## config.mk

```make
export PLATFORM = sky130hd
export DESIGN_NAME = bus_arbiter
export DESIGN_NICKNAME = d
export VERILOG_FILES = /design/src/rtl/bus_arbiter_pkg.sv /design/src/rtl/bus_arbiter_grant.sv /design/src/rtl/bus_arbiter.sv
export SDC_FILE = /design/constraint.sdc
export NUM_CORES = 1
export LEC_CHECK = 0
export ABC_CLOCK_PERIOD_IN_PS = 2300
export CAP_MARGIN = 10
export CORE_MARGIN = 2
export CORE_UTILIZATION = 34
export DETAILED_ROUTE_END_ITERATION = 10
export PLACE_DENSITY = 0.91
export SLEW_MARGIN = 20
export SYNTH_ARGS = -nofsm -noshare
export SYNTH_HDL_FRONTEND = slang
export SYNTH_HIERARCHICAL = 1
export SYNTH_SLANG_ARGS = --single-unit
export TNS_END_PERCENT = 50
```

## constraint.sdc

```tcl
create_clock -name clk -period 2.3 [get_ports clk]
set_input_delay 0.345 -clock clk [delete_from_list [all_inputs] [get_ports clk]]
set_output_delay 0.345 -clock clk [all_outputs]
set_load 0.02 [all_outputs]
```

## src/rtl/bus_arbiter_pkg.sv

```systemverilog
// Shared types for bus_arbiter: FSM state encoding and transaction owner encoding.
package bus_arbiter_pkg;

  typedef enum logic [1:0] {
    IDLE = 2'd0,
    REQ  = 2'd1,
    RESP = 2'd2
  } state_t;

  localparam logic OWN_IFU = 1'b0;
  localparam logic OWN_LSU = 1'b1;

endpackage

```

## src/rtl/bus_arbiter_grant.sv

```systemverilog
// arb_grant: picks IFU or LSU for the next memory transaction and remembers the last grant.
// Define ARB_ROUND_ROBIN_EN to alternate on ties; otherwise LSU has fixed priority.
module arb_grant
  import bus_arbiter_pkg::*;
(
  input  logic clk,
  input  logic rst,
  input  logic ifu_valid,
  input  logic lsu_valid,
  input  logic fire,
  output logic grant
);

`ifdef ARB_ROUND_ROBIN_EN
  localparam logic RR_EN = 1'b1;
`else
  localparam logic RR_EN = 1'b0;
`endif

  // With fixed priority, last stays at IFU so a tie always resolves to LSU.
  localparam logic LAST_INIT = RR_EN ? OWN_LSU : OWN_IFU;

  logic last;

  always_comb begin
    grant = OWN_IFU;
    if (ifu_valid && lsu_valid) grant = ~last;
    else if (lsu_valid)         grant = OWN_LSU;
  end

  always_ff @(posedge clk or negedge rst) begin
    if (!rst)      last <= LAST_INIT;
    else if (fire) last <= RR_EN ? grant : OWN_IFU;
  end

endmodule

```

## src/rtl/bus_arbiter.sv

```systemverilog
// bus_arbiter: shares one memory port between IFU and LSU, one transaction in flight.
// Tie-break policy is selected by the ARB_ROUND_ROBIN_EN macro (see arb_grant).
module bus_arbiter
  import bus_arbiter_pkg::*;
#(
  parameter int WIDTH = 32
) (
  input  logic               clk,
  input  logic               rst,
  input  logic               ifu_req_valid,
  output logic               ifu_req_ready,
  input  logic [WIDTH-1:0]   ifu_addr,
  output logic               ifu_resp_valid,
  output logic [WIDTH-1:0]   ifu_rdata,
  input  logic               lsu_req_valid,
  output logic               lsu_req_ready,
  input  logic [WIDTH-1:0]   lsu_addr,
  input  logic               lsu_wen,
  input  logic [WIDTH-1:0]   lsu_wdata,
  input  logic [WIDTH/8-1:0] lsu_wmask,
  output logic               lsu_resp_valid,
  output logic [WIDTH-1:0]   lsu_rdata,
  output logic               mem_req_valid,
  output logic [WIDTH-1:0]   mem_addr,
  output logic               mem_wen,
  output logic [WIDTH-1:0]   mem_wdata,
  output logic [WIDTH/8-1:0] mem_wmask,
  input  logic               mem_req_ready,
  input  logic               mem_resp_valid,
  input  logic [WIDTH-1:0]   mem_rdata
);

  state_t             state, state_nxt;
  logic               owner;
  logic [WIDTH-1:0]   addr_q, wdata_q;
  logic               wen_q;
  logic [WIDTH/8-1:0] wmask_q;
  logic               grant, accept, fire;

  arb_grant u_grant (
    .clk       (clk),
    .rst       (rst),
    .ifu_valid (ifu_req_valid),
    .lsu_valid (lsu_req_valid),
    .fire      (fire),
    .grant     (grant)
  );

  // rst gates the readies so nothing is offered while reset is held.
  assign accept        = (state == IDLE) && rst;
  assign ifu_req_ready = accept && ifu_req_valid && (grant == OWN_IFU);
  assign lsu_req_ready = accept && lsu_req_valid && (grant == OWN_LSU);
  assign fire          = ifu_req_ready || lsu_req_ready;

  assign mem_addr  = addr_q;
  assign mem_wen   = wen_q;
  assign mem_wdata = wdata_q;
  assign mem_wmask = wmask_q;

  always_comb begin
    state_nxt      = state;
    mem_req_valid  = 1'b0;
    ifu_resp_valid = 1'b0;
    lsu_resp_valid = 1'b0;
    ifu_rdata      = '0;
    lsu_rdata      = '0;
    case (state)
      IDLE: if (fire) state_nxt = REQ;
      REQ: begin
        mem_req_valid = 1'b1;
        if (mem_req_ready) state_nxt = RESP;
      end
      RESP: if (mem_resp_valid) begin
        state_nxt = IDLE;
        if (owner == OWN_LSU) begin
          lsu_resp_valid = 1'b1;
          lsu_rdata      = mem_rdata;
        end else begin
          ifu_resp_valid = 1'b1;
          ifu_rdata      = mem_rdata;
        end
      end
      default: state_nxt = IDLE;
    endcase
  end

  always_ff @(posedge clk or negedge rst) begin
    if (!rst) begin
      state   <= IDLE;
      owner   <= OWN_IFU;
      addr_q  <= '0;
      wen_q   <= 1'b0;
      wdata_q <= '0;
      wmask_q <= '0;
    end else begin
      state <= state_nxt;
      if (fire) begin
        owner <= grant;
        if (grant == OWN_LSU) begin
          addr_q  <= lsu_addr;
          wen_q   <= lsu_wen;
          wdata_q <= lsu_wdata;
          wmask_q <= lsu_wmask;
        end else begin
          addr_q  <= ifu_addr;
          wen_q   <= 1'b0;
          wdata_q <= '0;
          wmask_q <= '0;
        end
      end
    end
  end

endmodule

```

[Word level (Yosys, flattened, before mapping)]
Index checks and enable logic that the tools add are counted.
Storage, ports and cells
  bits of input ports: 139
  output and inout port bits: 138
  logic and storage cells: 44
  bits in registers: 72
Operators by class
  reductions and logical operators: 9
  muxes and demuxes: 23
  bitwise logic cells: 1
  eq/ne operators: 5
Operators with widths (number)
  $mux W32: 8
  $mux W1: 10
  $logic_and A1 B1 Y1: 6
  $mux W2: 3
  $ne A2 B2 Y1 const B: 3
  $pmux W2 S3: 1
  $mux W4: 1
  $reduce_and A3 Y1: 1
  $eq A2 B1 Y1 const B: 1
  $eq A2 B2 Y1 const B: 1
  $logic_not A2 Y1: 1
  $logic_or A1 B1 Y1: 1
  $not A1 Y1: 1

[Logic depth before layout (Yosys ltp)]
  word-level depth: 7
  depth in mapped cells: 8
  gate-level depth less buffers: 4

[Cells and area by module]
The synthesis kept the hierarchy.
By module, submodules not included
  bus_arbiter: area each 3624.7 um^2, instances 1, cells an instance 280, seq. area each 1801.7 um^2
  arb_grant: area each 3.8 um^2, instances 1, cells an instance 1, seq. area each 0.0 um^2

[Least setup slack after synthesis]
OpenSTA, ideal clock, no wires.
  kind: register to output
  from: reg state[0]
  to: out ifu_rdata[22]
  path buffers: 1
  data arrival time: 1.555 ns
  path slack: 0.400 ns
  cell stages (with the launch flop): 5
  cells stage by stage: dfrtp_1 nand2b_1 nor3b_1 clkbuf_1 and2_1
On the way
  longest elaborated chain between the ends: 2
Ends and longest elaborated chain
  start: declaration: RTL line bus_arbiter.sv:33  | state_t state, state_nxt;
  start signal: assignment: RTL line bus_arbiter.sv:96  | state <= state_nxt;
  $eq A2 B2 Y1: RTL line bus_arbiter.sv:67  | case (state)
  $mux W32: RTL line bus_arbiter.sv:67
  end: declaration: RTL line bus_arbiter.sv:14  | output logic [WIDTH-1:0] ifu_rdata,
No other way between the ends.

[Worst setup path after layout]
  from: reg state[0]
  to: out ifu_req_ready
On the way
  longest elaborated chain between the ends: 4
Ends and longest elaborated chain
  $logic_not A2 Y1: RTL line bus_arbiter.sv:50  | assign accept = (state == IDLE) && rst;
  $logic_and A1 B1 Y1: RTL line bus_arbiter.sv:50
  $logic_and A1 B1 Y1 (2 in series): RTL line bus_arbiter.sv:51  | assign ifu_req_ready = accept && ifu_req_valid && (grant == OWN_IFU);
  end: declaration: RTL line bus_arbiter.sv:11  | output logic ifu_req_ready,
No other way between the ends.

==> metrics.txt <==
FF+latch count, synth 72; DRT Pass-1 Iters 4; global-route wire length before repair 18,530 um; Max-slew headroom 38.61%; TritonCTS clock tree built; Clock Tree Root clkbuf_8; Worst Path Arrival 1.89 ns; hpwl dp 9829 um; final worst slack 0.06756 ns; Placement Cell Area 6472 um2; Syn Nets 420; share of cells above drive strength 1 16.99%; adder-cell area share of the yosys netlist 0%; mux share of post-synthesis cell area 23.38%; Sw Share 33.97%; Int Pwr 3.679 mW; Worst-Margin Slew 0.9209 ns; Placer Congestion 0.8882; I/O pins 277; total routing usage reported by global routing 21.20%; Synth area leader dfrtp_1; num rows 37; Max Cap Violations 0; clock share of power 17.9%; clk_skew 0.006385 ns; core area 10,320 um2; Critical Path RT 1.96 ns; power per cell area 844.2 nW/um2; Pleak 3.113 nW; Synthesis Warnings 6; largest net degree at the start of global routing 73; post-synthesis sequential area ratio 49.66%; hold_ws 0.2492 ns; share of power burned in registers 35.2%; mapped cell area 3628 um2; Slowest cell on crit path clkdlybuf4s50_1; # setup viols final 0; Fillers 847; total chip power 5.572 mW; Finished Layout Cells 698; switching pwr 1.893 mW; final slew viol count 0; largest family of logic cells by synthesized area multiplexers; run status finished, final reports clean; cell count after synthesis 281; minimum clock period 2.232 ns; critical path peak fanout 5; peak supply drop 511.8 uV; Max Clk Rate 447.9 MHz; Chip Height 107.3 um; Comb pwr share 46.9%; PortBufs 276; pre-CTS setup slack -0.07563 ns; Initial Util 35.15%; final hold violation count 0; grt total ovfl 0; area taken by multi-input logic gates 1657 um2; sequential cell area 1802 um2; die area 11,510 um2; crit start category flip-flop; family with the most delay on the worst path buffers and inverters; routed wire length 12,400 um; Synth cell types 22; initial antenna violation count 3; maximum root-to-sink buffer count 2; CTS buffer count 9; CTS sink count 72; xor and xnor area share after synthesis 0%; Synth top area share 49.66%; Die X 107.3 um; Clock Pin Slew Worst Setup and Hold Paths 0.08 ns; crit share post-route 97.06%; clock latency on the worst-skew pair 0.34 ns; post-route ant nets 0; initial drt markers 168; HP Class input pin to asynchronous set/reset pin; Via-to-Cell Ratio 4.731; DRC 0; Setup Crit Path Kind flip-flop to primary output; Design Area, Final 6600 um2; Critical Path Sink Type primary output; drt wl/cell 17.76 um; Simple-Gate Fraction of Synth Area 13.17%; P&R area growth vs syn 81.90%; complex-gate fraction of the synthesized area 8.966%; Area contributors post-synth dfrtp_1 (50%), mux2_2 (12%), and2_1 (11%), mux2_4 (11%), a22o_1 (8.2%); RSZ-0062 raised after global routing false; CP max stage delay 0.62 ns; vias after detailed routing 3,302; placed cell count 679; vias in the first global route 3,529; CP bufs+invs 1; syn_area_per_cell 12.91 um2; H-tree Lvls 3; crit-path cells or3b_4 > nor2_1 > clkdlybuf4s50_1; Final #Nets 693
[synth_stat cells]
library cell	n
nor3b_1	1
nor2_1	1
mux2_4	26
nand2_1	5
inv_12	1
buf_6	1
mux2i_1	3
o21ai_0	4
inv_1	4
a21o_1	1
dfrtp_1	72
mux2_2	38
nor2_2	1
or3b_4	1
a22o_1	34
clkbuf_1	10
buf_2	7
and2_1	64
buf_12	3
and4b_1	1
or2b_1	1
nand2b_1	2
[cell usage in the layout, fill, tap and decap left out, drive strengths merged]
cell             n
clkdlybuf4s50  208
and4b            1
nor3b            1
a21o             1
inv              5
bufinv           1
or3b             1
and2            64
nand2            5
dfrtp           72
o21ai            4
clkinv           3
clkdlybuf4s15    1
nor2             2
clkbuf          11
mux2            64
mux2i            3
dlygate4sd2     62
clkinvlp         1
nand2b           2
a22o            34
diode            3
or2b             1
buf             12
[stage by stage]
stage / util, % / setup TNS [ns]
3_5_place_dp: 62.70 / -3.018
4_1_cts: 63.85 / 0
3_3_place_gp: 62.70 / -0.09422
2_1_floorplan: - / 0
6_report: 63.93 / 0
5_1_grt: 63.93 / 0
[flip-flops by register name, indices dropped and copies added, names as in the netlist]
register,count
state,2
mem_wmask,4
mem_wen,1
mem_wdata,32
mem_addr,32
owner,1
[kinds of logic (layout without fill, tap and decap cells)]
group / Yosys count / after routing
compound gates: 39 / 39
flops: 72 / 72
buf+inv: 26 / 304
mux: 67 / 67
simple gates: 77 / 77
other cells: 0 / 3
[timing repair]
action	in CTS	in global routing
gates resized for setup	63	1
endpoints found under the setup margin	63	1
hold buffers	0	0
setup buffers	0	0
[worst register-to-register path, cell delays in order, from the launching register on]
cell and delay, ns:
dfrtp_1 0.40, or3b_4 0.43, a21o_1 0.26, inv_12 0.23, mux2_2 0.39
[path summary, 6_finish.rpt]
kind / cells after the start / start / endpoint / slack (ns)
min: 2 / rst / mem_wdata[4]$_DFFE_PN0P_ / 0.25
max in group asynchronous: 2 / rst / mem_wdata[5]$_DFFE_PN0P_ / 1.42
max reg2reg: 4 / state[0]$_DFFE_PN0P_ / mem_addr[6]$_DFFE_PN0P_ / 0.48
min reg2reg: 1 / mem_wdata[14]$_DFFE_PN0P_ / mem_wdata[14]$_DFFE_PN0P_ / 0.50
min in group clk: 3 / lsu_req_valid / owner$_DFFE_PN0P_ / 0.46
max: 3 / state[0]$_DFFE_PN0P_ / ifu_req_ready / 0.07
[power groups by stage]
stage,logic (mW),clock network [mW],registers [mW]
CTS,2.65,1.03,1.96
detailed placement,2.66,0,1.97
global route,2.74,1.10,2.01
finish,2.62,0.995,1.96
global placement,2.61,0,1.95
floorplan,0.767,0,2.46
[layout make-up]
cell class,count,area share [%]
Antenna cell,3,0.1137
Clock buffer,11,2.142
Clock inverter,5,0.8531
Inverter,5,0.4739
Multi-Input combinational cell,183,25.10
Sequential cell,72,27.30
Tap cell,136,2.578
Timing Repair Buffer,283,41.44
[routing by layer]
layer / vias to the layer above / GRT usage (%) / share of wire (%)
met3: 18 / 6.114 / 8.3
met1: 1585 / 20.87 / 33
met2: 175 / 39.47 / 55
li1: 1524 / - / -
met5: - / 0 / 0
met4: 0 / 11.78 / 2.8
(Power assumes the default switching activity.)
